File: src/rtl/shared_resource_arbiter_if.sv
// Request/issue/response bundle between the two pipelines, the shared resource and the arbiter.
// slave = arbiter side, master = pipeline/resource side.
interface shared_resource_arbiter_if #(
   parameter int DATA_W = 32
);
   logic              req_valid_1;
   logic              req_valid_2;
   logic [DATA_W-1:0] req_data_1;
   logic [DATA_W-1:0] req_data_2;
   logic              req_flush_1;
   logic              req_flush_2;
   logic              req_stall_1;
   logic              req_stall_2;
   logic              res_valid;
   logic [DATA_W-1:0] res_data;
   logic              rsp_valid;
   logic [DATA_W-1:0] rsp_data;
   logic              rsp_valid_1;
   logic              rsp_valid_2;
   logic [DATA_W-1:0] rsp_data_1;
   logic [DATA_W-1:0] rsp_data_2;

   modport slave (
      input  req_valid_1, req_valid_2, req_data_1, req_data_2,
      input  req_flush_1, req_flush_2, rsp_valid, rsp_data,
      output req_stall_1, req_stall_2, res_valid, res_data,
      output rsp_valid_1, rsp_valid_2, rsp_data_1, rsp_data_2
   );

   modport master (
      output req_valid_1, req_valid_2, req_data_1, req_data_2,
      output req_flush_1, req_flush_2, rsp_valid, rsp_data,
      input  req_stall_1, req_stall_2, res_valid, res_data,
      input  rsp_valid_1, rsp_valid_2, rsp_data_1, rsp_data_2
   );
endinterface

File: src/rtl/shared_resource_arbiter.sv
// Two-requester round-robin arbiter for one shared fixed-latency resource, with ID tracking,
// response steering, flush and global stall. Define ARB_PERF_CNT_EN to add the perf counters.
//
// last_win state | meaning
// WIN_1          | requester 1 won the last conflict, requester 2 wins the next
// WIN_2          | requester 2 won the last conflict (reset), requester 1 wins the next
module shared_resource_arbiter #(
   parameter int DATA_W  = 32,
   parameter int LATENCY = 3
) (
   input  logic                     clk,
   input  logic                     reset,
   input  logic                     global_stall,
   shared_resource_arbiter_if.slave bus,
   output logic                     err_tag
`ifdef ARB_PERF_CNT_EN
   ,
   output logic [15:0]              perf_grant_1,
   output logic [15:0]              perf_grant_2,
   output logic [15:0]              perf_conflict
`endif
);

   localparam int TAIL = LATENCY - 1;

   typedef enum logic {
      WIN_1 = 1'b0,
      WIN_2 = 1'b1
   } win_e;

   win_e              last_win_q, last_win_d;
   logic              run;
   logic              eff_1, eff_2;
   logic              grant_1, grant_2;
   logic              conflict;

   logic              res_valid_q, res_valid_d;
   logic [DATA_W-1:0] res_data_q, res_data_d;
   logic              iss_id_q, iss_id_d;

   logic [LATENCY-1:0] trk_v_q, trk_v_d;
   logic [LATENCY-1:0] trk_id_q, trk_id_d;
   logic [LATENCY-1:0] trk_kill_q, trk_kill_d;
   logic [LATENCY-1:0] kill_now;
   logic               flush_issue;

   logic              tail_v, tail_id, tail_kill, tail_flush, deliver;
   logic              rsp_valid_1_q, rsp_valid_1_d;
   logic              rsp_valid_2_q, rsp_valid_2_d;
   logic [DATA_W-1:0] rsp_data_1_q, rsp_data_1_d;
   logic [DATA_W-1:0] rsp_data_2_q, rsp_data_2_d;
   logic              err_tag_q, err_tag_d;

   assign run   = ~global_stall;
   assign eff_1 = bus.req_valid_1 & ~bus.req_flush_1;
   assign eff_2 = bus.req_valid_2 & ~bus.req_flush_2;

   always_comb begin
      grant_1    = 1'b0;
      grant_2    = 1'b0;
      conflict   = run & eff_1 & eff_2;
      last_win_d = last_win_q;
      if (conflict) begin
         grant_1    = (last_win_q == WIN_2);
         grant_2    = (last_win_q == WIN_1);
         last_win_d = (last_win_q == WIN_2) ? WIN_1 : WIN_2;
      end else if (run) begin
         grant_1 = eff_1;
         grant_2 = eff_2;
      end
   end

   assign bus.req_stall_1 = global_stall | (bus.req_valid_1 & ~grant_1);
   assign bus.req_stall_2 = global_stall | (bus.req_valid_2 & ~grant_2);

   always_comb begin
      res_valid_d = res_valid_q;
      res_data_d  = res_data_q;
      iss_id_d    = iss_id_q;
      if (run) begin
         res_valid_d = grant_1 | grant_2;
         if (grant_1) begin
            res_data_d = bus.req_data_1;
            iss_id_d   = 1'b0;
         end else if (grant_2) begin
            res_data_d = bus.req_data_2;
            iss_id_d   = 1'b1;
         end
      end
   end

   // Flush kill bits update even while stalled; only the shift waits for a run cycle.
   always_comb begin
      kill_now    = '0;
      flush_issue = res_valid_q & (iss_id_q ? bus.req_flush_2 : bus.req_flush_1);
      for (int i = 0; i < LATENCY; i++) begin
         kill_now[i] = trk_kill_q[i] | (trk_id_q[i] ? bus.req_flush_2 : bus.req_flush_1);
      end
      trk_v_d    = trk_v_q;
      trk_id_d   = trk_id_q;
      trk_kill_d = kill_now;
      if (run) begin
         trk_v_d[0]    = res_valid_q;
         trk_id_d[0]   = iss_id_q;
         trk_kill_d[0] = flush_issue;
         for (int i = 1; i < LATENCY; i++) begin
            trk_v_d[i]    = trk_v_q[i-1];
            trk_id_d[i]   = trk_id_q[i-1];
            trk_kill_d[i] = kill_now[i-1];
         end
      end
   end

   assign tail_v     = trk_v_q[TAIL];
   assign tail_id    = trk_id_q[TAIL];
   assign tail_kill  = trk_kill_q[TAIL];
   assign tail_flush = tail_id ? bus.req_flush_2 : bus.req_flush_1;
   assign deliver    = bus.rsp_valid & tail_v & ~tail_kill & ~tail_flush;

   always_comb begin
      rsp_valid_1_d = rsp_valid_1_q;
      rsp_valid_2_d = rsp_valid_2_q;
      rsp_data_1_d  = rsp_data_1_q;
      rsp_data_2_d  = rsp_data_2_q;
      err_tag_d     = err_tag_q;
      if (run) begin
         rsp_valid_1_d = deliver & ~tail_id;
         rsp_valid_2_d = deliver & tail_id;
         if (deliver & ~tail_id) rsp_data_1_d = bus.rsp_data;
         if (deliver & tail_id)  rsp_data_2_d = bus.rsp_data;
         err_tag_d = err_tag_q | (bus.rsp_valid != tail_v);
      end
   end

   always_ff @(posedge clk or negedge reset) begin
      if (!reset) begin
         last_win_q    <= WIN_2;
         res_valid_q   <= 1'b0;
         res_data_q    <= '0;
         iss_id_q      <= 1'b0;
         trk_v_q       <= '0;
         trk_id_q      <= '0;
         trk_kill_q    <= '0;
         rsp_valid_1_q <= 1'b0;
         rsp_valid_2_q <= 1'b0;
         rsp_data_1_q  <= '0;
         rsp_data_2_q  <= '0;
         err_tag_q     <= 1'b0;
      end else begin
         last_win_q    <= last_win_d;
         res_valid_q   <= res_valid_d;
         res_data_q    <= res_data_d;
         iss_id_q      <= iss_id_d;
         trk_v_q       <= trk_v_d;
         trk_id_q      <= trk_id_d;
         trk_kill_q    <= trk_kill_d;
         rsp_valid_1_q <= rsp_valid_1_d;
         rsp_valid_2_q <= rsp_valid_2_d;
         rsp_data_1_q  <= rsp_data_1_d;
         rsp_data_2_q  <= rsp_data_2_d;
         err_tag_q     <= err_tag_d;
      end
   end

   assign bus.res_valid   = res_valid_q;
   assign bus.res_data    = res_data_q;
   assign bus.rsp_valid_1 = rsp_valid_1_q;
   assign bus.rsp_valid_2 = rsp_valid_2_q;
   assign bus.rsp_data_1  = rsp_data_1_q;
   assign bus.rsp_data_2  = rsp_data_2_q;
   assign err_tag         = err_tag_q;

`ifdef ARB_PERF_CNT_EN
   logic [15:0] pg_1_q, pg_1_d;
   logic [15:0] pg_2_q, pg_2_d;
   logic [15:0] pc_q, pc_d;

   always_comb begin
      pg_1_d = pg_1_q;
      pg_2_d = pg_2_q;
      pc_d   = pc_q;
      if (grant_1 && pg_1_q != 16'hFFFF)  pg_1_d = pg_1_q + 16'd1;
      if (grant_2 && pg_2_q != 16'hFFFF)  pg_2_d = pg_2_q + 16'd1;
      if (conflict && pc_q != 16'hFFFF)   pc_d   = pc_q + 16'd1;
   end

   always_ff @(posedge clk or negedge reset) begin
      if (!reset) begin
         pg_1_q <= '0;
         pg_2_q <= '0;
         pc_q   <= '0;
      end else begin
         pg_1_q <= pg_1_d;
         pg_2_q <= pg_2_d;
         pc_q   <= pc_d;
      end
   end

   assign perf_grant_1  = pg_1_q;
   assign perf_grant_2  = pg_2_q;
   assign perf_conflict = pc_q;
`endif

endmodule

File: src/flat_wrapper.sv
// flat-port wrapper written by rule: the top's interface ports become plain ports
module shared_resource_arbiter_flat 
#(
   parameter int DATA_W  = 32,
   parameter int LATENCY = 3
)
  (clk, reset, global_stall, err_tag, bus_req_valid_1, bus_req_valid_2, bus_req_data_1, bus_req_data_2, bus_req_flush_1, bus_req_flush_2, bus_rsp_valid, bus_rsp_data, bus_req_stall_1, bus_req_stall_2, bus_res_valid, bus_res_data, bus_rsp_valid_1, bus_rsp_valid_2, bus_rsp_data_1, bus_rsp_data_2);
  shared_resource_arbiter_if #(.DATA_W(DATA_W)) bus_i ();
  input  logic clk;
  input  logic reset;
  input  logic global_stall;
  output logic err_tag;
  input wire logic [$bits(bus_i.req_valid_1)-1:0] bus_req_valid_1;
  input wire logic [$bits(bus_i.req_valid_2)-1:0] bus_req_valid_2;
  input wire logic [$bits(bus_i.req_data_1)-1:0] bus_req_data_1;
  input wire logic [$bits(bus_i.req_data_2)-1:0] bus_req_data_2;
  input wire logic [$bits(bus_i.req_flush_1)-1:0] bus_req_flush_1;
  input wire logic [$bits(bus_i.req_flush_2)-1:0] bus_req_flush_2;
  input wire logic [$bits(bus_i.rsp_valid)-1:0] bus_rsp_valid;
  input wire logic [$bits(bus_i.rsp_data)-1:0] bus_rsp_data;
  output wire logic [$bits(bus_i.req_stall_1)-1:0] bus_req_stall_1;
  output wire logic [$bits(bus_i.req_stall_2)-1:0] bus_req_stall_2;
  output wire logic [$bits(bus_i.res_valid)-1:0] bus_res_valid;
  output wire logic [$bits(bus_i.res_data)-1:0] bus_res_data;
  output wire logic [$bits(bus_i.rsp_valid_1)-1:0] bus_rsp_valid_1;
  output wire logic [$bits(bus_i.rsp_valid_2)-1:0] bus_rsp_valid_2;
  output wire logic [$bits(bus_i.rsp_data_1)-1:0] bus_rsp_data_1;
  output wire logic [$bits(bus_i.rsp_data_2)-1:0] bus_rsp_data_2;
  assign bus_i.req_valid_1 = bus_req_valid_1;
  assign bus_i.req_valid_2 = bus_req_valid_2;
  assign bus_i.req_data_1 = bus_req_data_1;
  assign bus_i.req_data_2 = bus_req_data_2;
  assign bus_i.req_flush_1 = bus_req_flush_1;
  assign bus_i.req_flush_2 = bus_req_flush_2;
  assign bus_i.rsp_valid = bus_rsp_valid;
  assign bus_i.rsp_data = bus_rsp_data;
  assign bus_req_stall_1 = bus_i.req_stall_1;
  assign bus_req_stall_2 = bus_i.req_stall_2;
  assign bus_res_valid = bus_i.res_valid;
  assign bus_res_data = bus_i.res_data;
  assign bus_rsp_valid_1 = bus_i.rsp_valid_1;
  assign bus_rsp_valid_2 = bus_i.rsp_valid_2;
  assign bus_rsp_data_1 = bus_i.rsp_data_1;
  assign bus_rsp_data_2 = bus_i.rsp_data_2;
  shared_resource_arbiter #(.DATA_W(DATA_W), .LATENCY(LATENCY)) u_core (.clk(clk), .reset(reset), .global_stall(global_stall), .bus(bus_i), .err_tag(err_tag));
endmodule
File: config.mk
export PLATFORM = sky130hd
export DESIGN_NAME = shared_resource_arbiter_flat
export DESIGN_NICKNAME = d
export VERILOG_FILES = /design/src/rtl/shared_resource_arbiter_if.sv /design/src/rtl/shared_resource_arbiter.sv /design/src/flat_wrapper.sv
export SDC_FILE = /design/constraint.sdc
export NUM_CORES = 1
export LEC_CHECK = 0
export BUFFER_PORTS_ARGS = -buffer_cell sky130_fd_sc_hd__buf_2
export CORE_UTILIZATION = 30
export DETAILED_ROUTE_END_ITERATION = 8
export HOLD_SLACK_MARGIN = 0.15
export SLEW_MARGIN = 20
export SYNTH_ARGS = -nofsm -noshare
export SYNTH_HDL_FRONTEND = slang
export SYNTH_SLANG_ARGS = --single-unit
File: constraint.sdc
create_clock -name clk -period 2 [get_ports clk]
set_input_delay 0.1 -clock clk [delete_from_list [all_inputs] [get_ports clk]]
set_output_delay 0.1 -clock clk [all_outputs]
set_load 0.01 [all_outputs]
==> run summary, run 1 <==
wire length of the first global-routing pass: 23,600 µm
Total Negative Setup Slacks: 0 ns
run status: finished clean
largest vdd supply drop: 0.407 mV
total buffers and inverters traversed by the critical path: 2
Static Leakage: 3.73 nW
Inserted Diodes: 0
worst clock skew: 0.0156 ns
count of warnings emitted by yosys: 0
count of input and output buffers: 205
Setup-failing EPs final: 0
cell family contributing the most delay on the critical path: simple AND/OR/NAND/NOR gates
critical path peak fanout: 33
fraction of registers with async set/reset: 1.00
most frequent cell after synthesis: sky130_fd_sc_hd__dfrtp_1
Synth cell types: 35
number of cells on the critical path: 5
antenna violations before repair: 0
kind of start point of the critical path: flip-flop
total global-route track usage: 0.167
starting utilization of the core area: 0.306
Std-Cell Rows: 48
number of clock buffers inserted by TritonCTS: 9
detail-routed net length per standard cell: 16.9 µm
clock tree from TritonCTS: built
transition time at the pin with the least slew margin: 0.466 ns
most used flip-flop cell after synthesis: sky130_fd_sc_hd__dfrtp_1
flip-flop and latch count after synthesis: 111
number of instances in the synthesized netlist: 391
routability congestion estimate from global placement: 0.746
global route total overflow: 0
maximum clock insertion buffer count: 2
vertical extent of the die: 135 µm
length in cells of the worst reg-to-reg path: 4
final cycle utilization of the critical path: 0.944
Nets: 756
EDFF count, synth: 0
part of the Yosys area used for sequential elements: 0.526
upper clock frequency limit: 530 MHz
Worst-Skew Late Latency: 0.36 ns
# Max-Cap Violations: 0
footprint of the flip-flops and latches: 0.00278 mm²
Reg clk slew, reported paths: 0.08 ns
number of hold violations in the final report: 0
total vias in the final route: 4,420
HP Start: global_stall
Netlist Area Pre-Place: 0.00528 mm²
Mapped Nets: 496
delay of the slowest cell on the worst path: 0.47 ns
number of vias per cell after detailed routing: 5.02
data arrival time of the critical path: 1.79 ns
WHS Path Cells: 3
Synth Area per Inst: 13.5 µm²
number of cells in the design after placement: 799
initial drt markers: 98
critical path capture point type: output pin
final hold slack: 0.168 ns
Die W: 135 µm
number of levels the H-tree was split into: 3
crit path cell chain: or3b_2 -> buf_12 -> nand2b_1 -> a21o_1 -> buf_2
fraction of final layout cells with drive strength greater than 1: 0.535
power density of the placed cells: 788 mW/mm²
final critical delay including setup and external delays: 1.89 ns
required arrival time at the worst endpoint: 1.90 ns
Critical-path top delay cell: sky130_fd_sc_hd__or3b_2
area share of the largest cell type after synthesis: 0.521
post-synthesis cell type with the largest combined area: sky130_fd_sc_hd__dfrtp_1
cell types with the largest area share after synthesis: sky130_fd_sc_hd__dfrtp_1 52%, sky130_fd_sc_hd__mux2_2 15%, sky130_fd_sc_hd__a221oi_2 8.5%
timing startpoint of the critical path: u_core.last_win_q$_DFFE_PN1P_
number of global-route vias before repair: 4,691
total die area: 0.0181 mm²
router iterations before antenna repair: 5
antenna violation net count after detailed routing: 0
number of remaining DRC errors: 0
Synth-to-Final Area Change: 43.6%
post-CTS resize count: 0
Critical R2R Launch: u_core.last_win_q$_DFFE_PN1P_
unrepaired setup endpoints after global routing: no
Detailed Place HPWL: 9970 µm
clock net sink count: 111
critical path type: flip-flop to output pin
final max-slew violation count: 0
io pins: 206
final instance count without filler cells: 881
Filler Cell Count: 1,608
overall routed net length: 14,900 µm
maximum number of pins on one net before global-route repair: 70
remaining max-slew budget at the tightest pin: 0.685
hold_buf cts: 66
area of the core: 0.0172 mm²
cell chosen for the clock root: sky130_fd_sc_hd__clkbuf_16
area of combinational cells with multiple inputs: 0.00228 mm²
buffers inserted by post-CTS timing repair: 0
Commonest cells post-synth: 110 x sky130_fd_sc_hd__dfrtp_1, 69 x sky130_fd_sc_hd__mux2_2, 32 x sky130_fd_sc_hd__a2bb2oi_1, 32 x sky130_fd_sc_hd__o21ai_0
Hold Crit Class: primary input to flip-flop
## flip-flops by register name (all words and copies together) (netlist names)
signal / flops
u_core.trk_kill_q: 3
u_core.iss_id_q: 1
u_core.bus.res_data: 32
u_core.last_win_q: 1
u_core.bus.res_valid: 1
u_core.trk_v_q: 3
u_core.bus.rsp_data_1: 32
u_core.trk_id_q: 3
u_core.bus.rsp_valid_2: 1
u_core.bus.rsp_valid_1: 1
u_core.err_tag: 1
u_core.bus.rsp_data_2: 32
## logic make-up (layout without fill, tap and decap cells)
| kind of cell | Yosys count | in the layout | synth area share |
|---|---|---|---|
| DFF | 111 | 111 | 0.526 |
| AOI/OAI and AO/OA | 108 | 108 | 0.190 |
| muxes | 71 | 71 | 0.151 |
| and+or+nand+nor | 53 | 53 | 0.0844 |
| buffers and inverters | 46 | 311 | 0.0441 |
| adders and majority gates | 1 | 1 | 0.00237 |
| xor gates and xnor gates | 1 | 1 | 0.00166 |
## report_power, final
part	switching [mW]	internal [mW]	total, mW
clock network	0.956	0.908	1.86
logic	0.670	0.712	1.38
registers	0.174	2.56	2.73
total	1.80	4.17	5.97
## cell type report
type	count	area share
tap	225	0.0371
sequential	111	0.367
multi-input combinational	234	0.300
inverter	2	0.000990
clock buffer	9	0.0297
clock inverter	7	0.0120
timing repair buffer	293	0.253
## per-layer routing
layer,GRT usage,vias to the layer above,share of wire
li1,-,2022,-
met1,0.211,2179,0.43
met2,0.269,202,0.47
met3,0.0417,17,0.079
met4,0.0730,0,0.018
met5,0,-,0
## cell usage in the layout (no fill, tap or decap), types with 9 or more instances in the layout
cell                            netlist  routed
sky130_fd_sc_hd__clkbuf_16            0       9
sky130_fd_sc_hd__a2bb2oi_1           32      32
sky130_fd_sc_hd__dfrtp_1            110     110
sky130_fd_sc_hd__mux2_2              69      69
sky130_fd_sc_hd__buf_2               17     203
sky130_fd_sc_hd__a221oi_2            30      30
sky130_fd_sc_hd__o21ai_0             32      32
sky130_fd_sc_hd__nor4bb_1            30      30
sky130_fd_sc_hd__dlygate4sd3_1        0      66
sky130_fd_sc_hd__buf_4                2      19
## through the flow
stage	power, mW	setup WS, ns	instance area (µm²)	util
detailed placement	4.06	0.398	6610	0.383
finish	5.97	0.112	7580	0.440
global route	6.30	0.0331	7580	0.440
global placement	4.02	0.449	6610	0.383
floorplan	3.47	0.471	5280	-
CTS	6.07	0.0983	7580	0.440
## final timing paths
check,slack (ns),endpoint
min in group asynchronous,0.20,u_core.bus.rsp_data_1[31]$_DFFE_PN0P_
max reg2reg,0.36,u_core.bus.res_data[31]$_DFFE_PN0P_
max,0.11,bus_req_stall_1
max in group asynchronous,1.05,u_core.last_win_q$_DFFE_PN1P_
min reg2reg,0.46,u_core.err_tag$_DFFE_PN0N_
min,0.17,u_core.bus.rsp_valid_2$_DFFE_PN0N_
## tightest hold or removal path, stage by stage
cell                      delay (ns)
sky130_fd_sc_hd__buf_4          0.23
sky130_fd_sc_hd__nand2_1        0.10
sky130_fd_sc_hd__nand2_1        0.05
No activity file was read; power rests on OpenSTA's default activity.
==> inputs of run 2 (changes only) <==
- ABC_AREA: not set -> 1
==> run 2 against run 1 <==
Compared with the run above:
- combinational power rose by 33%
- area after synthesis down 2.3%
- total power is 13% higher
- clock-buffer cell count unchanged
- cell area rose by 1.5%
- synthesized cell count up 62%
- non-clock buffer count rose by 28
- setup slack better by 0.023 ns
- critical endpoint unchanged
==> run summary, run 2 <==
run status: finished clean
Synth Area per Inst: 8.13 µm²
worst path setup slack after routing: 0.135 ns
total buffers and inverters traversed by the critical path: 5
part of the Yosys area used for sequential elements: 0.539
Critical-path top delay cell: sky130_fd_sc_hd__dlygate4sd3_1
most frequent cell after synthesis: sky130_fd_sc_hd__nand2_1
number of remaining DRC errors: 0
Die W: 133 µm
Worst-Skew Late Latency: 0.35 ns
clock net sink count: 111
largest vdd supply drop: 0.467 mV
wire length of the first global-routing pass: 26,000 µm
Netlist Area Pre-Place: 0.00516 mm²
router iterations before antenna repair: 4
number of levels the H-tree was split into: 3
delay of the slowest cell on the worst path: 0.53 ns
number of hold violations in the final report: 0
Synth cell types: 25
post-synthesis cell type with the largest combined area: sky130_fd_sc_hd__dfrtp_1
overall routed net length: 15,800 µm
area of the core: 0.0167 mm²
cell chosen for the clock root: sky130_fd_sc_hd__clkbuf_16
area share of the largest cell type after synthesis: 0.533
final critical delay including setup and external delays: 1.87 ns
EDFF count, synth: 0
number of instances in the synthesized netlist: 635
crit path cell chain: dlygate4sd3_1 -> buf_2 -> inv_2 -> nand2_1 -> nor2_1 -> o21ai_2 -> buf_12 -> nand2_1 -> nand2_1 -> buf_2
total die area: 0.0177 mm²
power density of the placed cells: 873 mW/mm²
remaining max-slew budget at the tightest pin: 0.592
Setup-failing EPs final: 0
antenna violations before repair: 0
Nets: 1,031
vertical extent of the die: 133 µm
critical path capture point type: output pin
Critical R2R Launch: u_core.trk_id_q[2]$_DFFE_PN0N_
routability congestion estimate from global placement: 0.817
number of clock buffers inserted by TritonCTS: 9
HP Start: bus_req_valid_1
data arrival time of the critical path: 1.77 ns
maximum clock insertion buffer count: 2
worst clock skew: 0.00818 ns
crit-path most repeated cell: sky130_fd_sc_hd__nand2_1
global route total overflow: 0
transition time at the pin with the least slew margin: 0.613 ns
fraction of registers with async set/reset: 1.00
count of warnings emitted by yosys: 0
commonest non-fill, non-tap cell in the layout: sky130_fd_sc_hd__nand2_1
Synth-to-Final Area Change: 49.2%
total vias in the final route: 5,192
total global-route track usage: 0.184
final cycle utilization of the critical path: 0.933
cell family contributing the most delay on the critical path: buffers and inverters
initial drt markers: 246
detail-routed net length per standard cell: 13.8 µm
top library cells by usage in the layout, fill and taps aside: 277 x sky130_fd_sc_hd__nand2_1, 204 x sky130_fd_sc_hd__buf_2, 110 x sky130_fd_sc_hd__dfrtp_1, 102 x sky130_fd_sc_hd__dlygate4sd3_1, 72 x sky130_fd_sc_hd__inv_1
Static Leakage: 4.46 nW
Std-Cell Rows: 47
critical path type: primary input to output pin
most used flip-flop cell after synthesis: sky130_fd_sc_hd__dfrtp_1
number of global-route vias before repair: 5,294
Placement Setup Slack: 0.433 ns
# Max-Cap Violations: 0
final cell utilization of the core: 0.461
unrepaired setup endpoints after global routing: no
number of vias per cell after detailed routing: 4.51
Commonest cells post-synth: 277 x sky130_fd_sc_hd__nand2_1, 110 x sky130_fd_sc_hd__dfrtp_1, 72 x sky130_fd_sc_hd__inv_1
Mapped Nets: 740
Total Negative Setup Slacks: 0 ns
count of input and output buffers: 205
cell types with the largest area share after synthesis: sky130_fd_sc_hd__dfrtp_1 53%, sky130_fd_sc_hd__nand2_1 20%, sky130_fd_sc_hd__nand4_1 7.8%
fraction of final layout cells with drive strength greater than 1: 0.271
antenna violation net count after detailed routing: 0
clock tree from TritonCTS: built
Hold Crit Class: primary input to flip-flop
Reg clk slew, reported paths: 0.08 ns
Detailed Place HPWL: 9940 µm
required arrival time at the worst endpoint: 1.90 ns
kind of start point of the critical path: primary input
Inserted Diodes: 0
critical path peak fanout: 34
io pins: 206
final max-slew violation count: 0
starting utilization of the core area: 0.309
maximum number of pins on one net before global-route repair: 112
timing startpoint of the critical path: global_stall
flip-flop and latch count after synthesis: 111
upper clock frequency limit: 536 MHz
## run 2: area by class of cell
class                           instances  area (µm²)
Fill cell                            1628        9000
Sequential cell                       111        2780
Timing Repair Buffer                  321        2200
Multi-Input combinational cell        406        1840
Inverter                               77         289
Tap cell                              220         275
Clock buffer                            9         225
Clock inverter                          7        82.6
## run 2: metrics by stage
stage | std cells | hold slack (ns) | total power [mW] | cell area, µm²
4_1_cts | 1151 | 0.187 | 6.79 | 7700
5_1_grt | 1151 | 0.212 | 7.14 | 7700
3_5_place_dp | 1033 | 0.249 | 4.73 | 6370
6_report | 1151 | 0.200 | 6.72 | 7700
3_3_place_gp | 1033 | 0.244 | 4.70 | 6370
2_1_floorplan | 635 | -0.196 | 3.92 | 5160
## run 2: logic make-up after synthesis
logic type / share of synthesized area
buf+inv: 0.105
flops: 0.539
fa+ha+maj: 0.00242
compound gates: 0.0245
simple gates: 0.328
xor+xnor: 0.00170
## run 2: repair_timing
action | 4_1_cts | 5_1_grt
resized for setup | 0 | 0
hold endpoints to repair | 216 | 0
hold buffers | 102 | 0
setup buffers | 0 | 0
setup endpoints to repair | 0 | 0
## run 2: routing by layer
metal / track usage / up-vias / wire [µm]
met4: 0.0663 / 0 / 290
met1: 0.239 / 2369 / 7320
li1: - / 2575 / -
met5: 0 / - / 0
met3: 0.0411 / 22 / 1090
met2: 0.301 / 226 / 7130
## run 2: power breakdown
group          switching [mW]  total [mW]  internal [mW]
Sequential              0.276        3.00           2.73
Combinational            1.05        1.83          0.781
Clock                   0.899        1.89          0.989
Total                    2.23        6.72           4.50
## run 2: final timing paths
path	slack (ns)	cells past startpoint	endpoint
max in group asynchronous	1.17	3	u_core.bus.res_data[16]$_DFFE_PN0P_
min in group asynchronous	0.38	3	u_core.bus.rsp_data_1[25]$_DFFE_PN0P_
setup / recovery	0.13	10	bus_req_stall_1
hold reg to reg	0.47	1	u_core.err_tag$_DFFE_PN0N_
hold / removal	0.20	4	u_core.last_win_q$_DFFE_PN1P_
setup reg to reg	0.45	6	u_core.bus.rsp_data_1[11]$_DFFE_PN0P_
## run 2: worst min-delay path, delay by kind of cell
kind | cells | cell delay [ns]
buffers and inverters | 1 | 0.12
AND/OR/NAND/NOR | 2 | 0.19
XOR/XNOR | 1 | 0.13
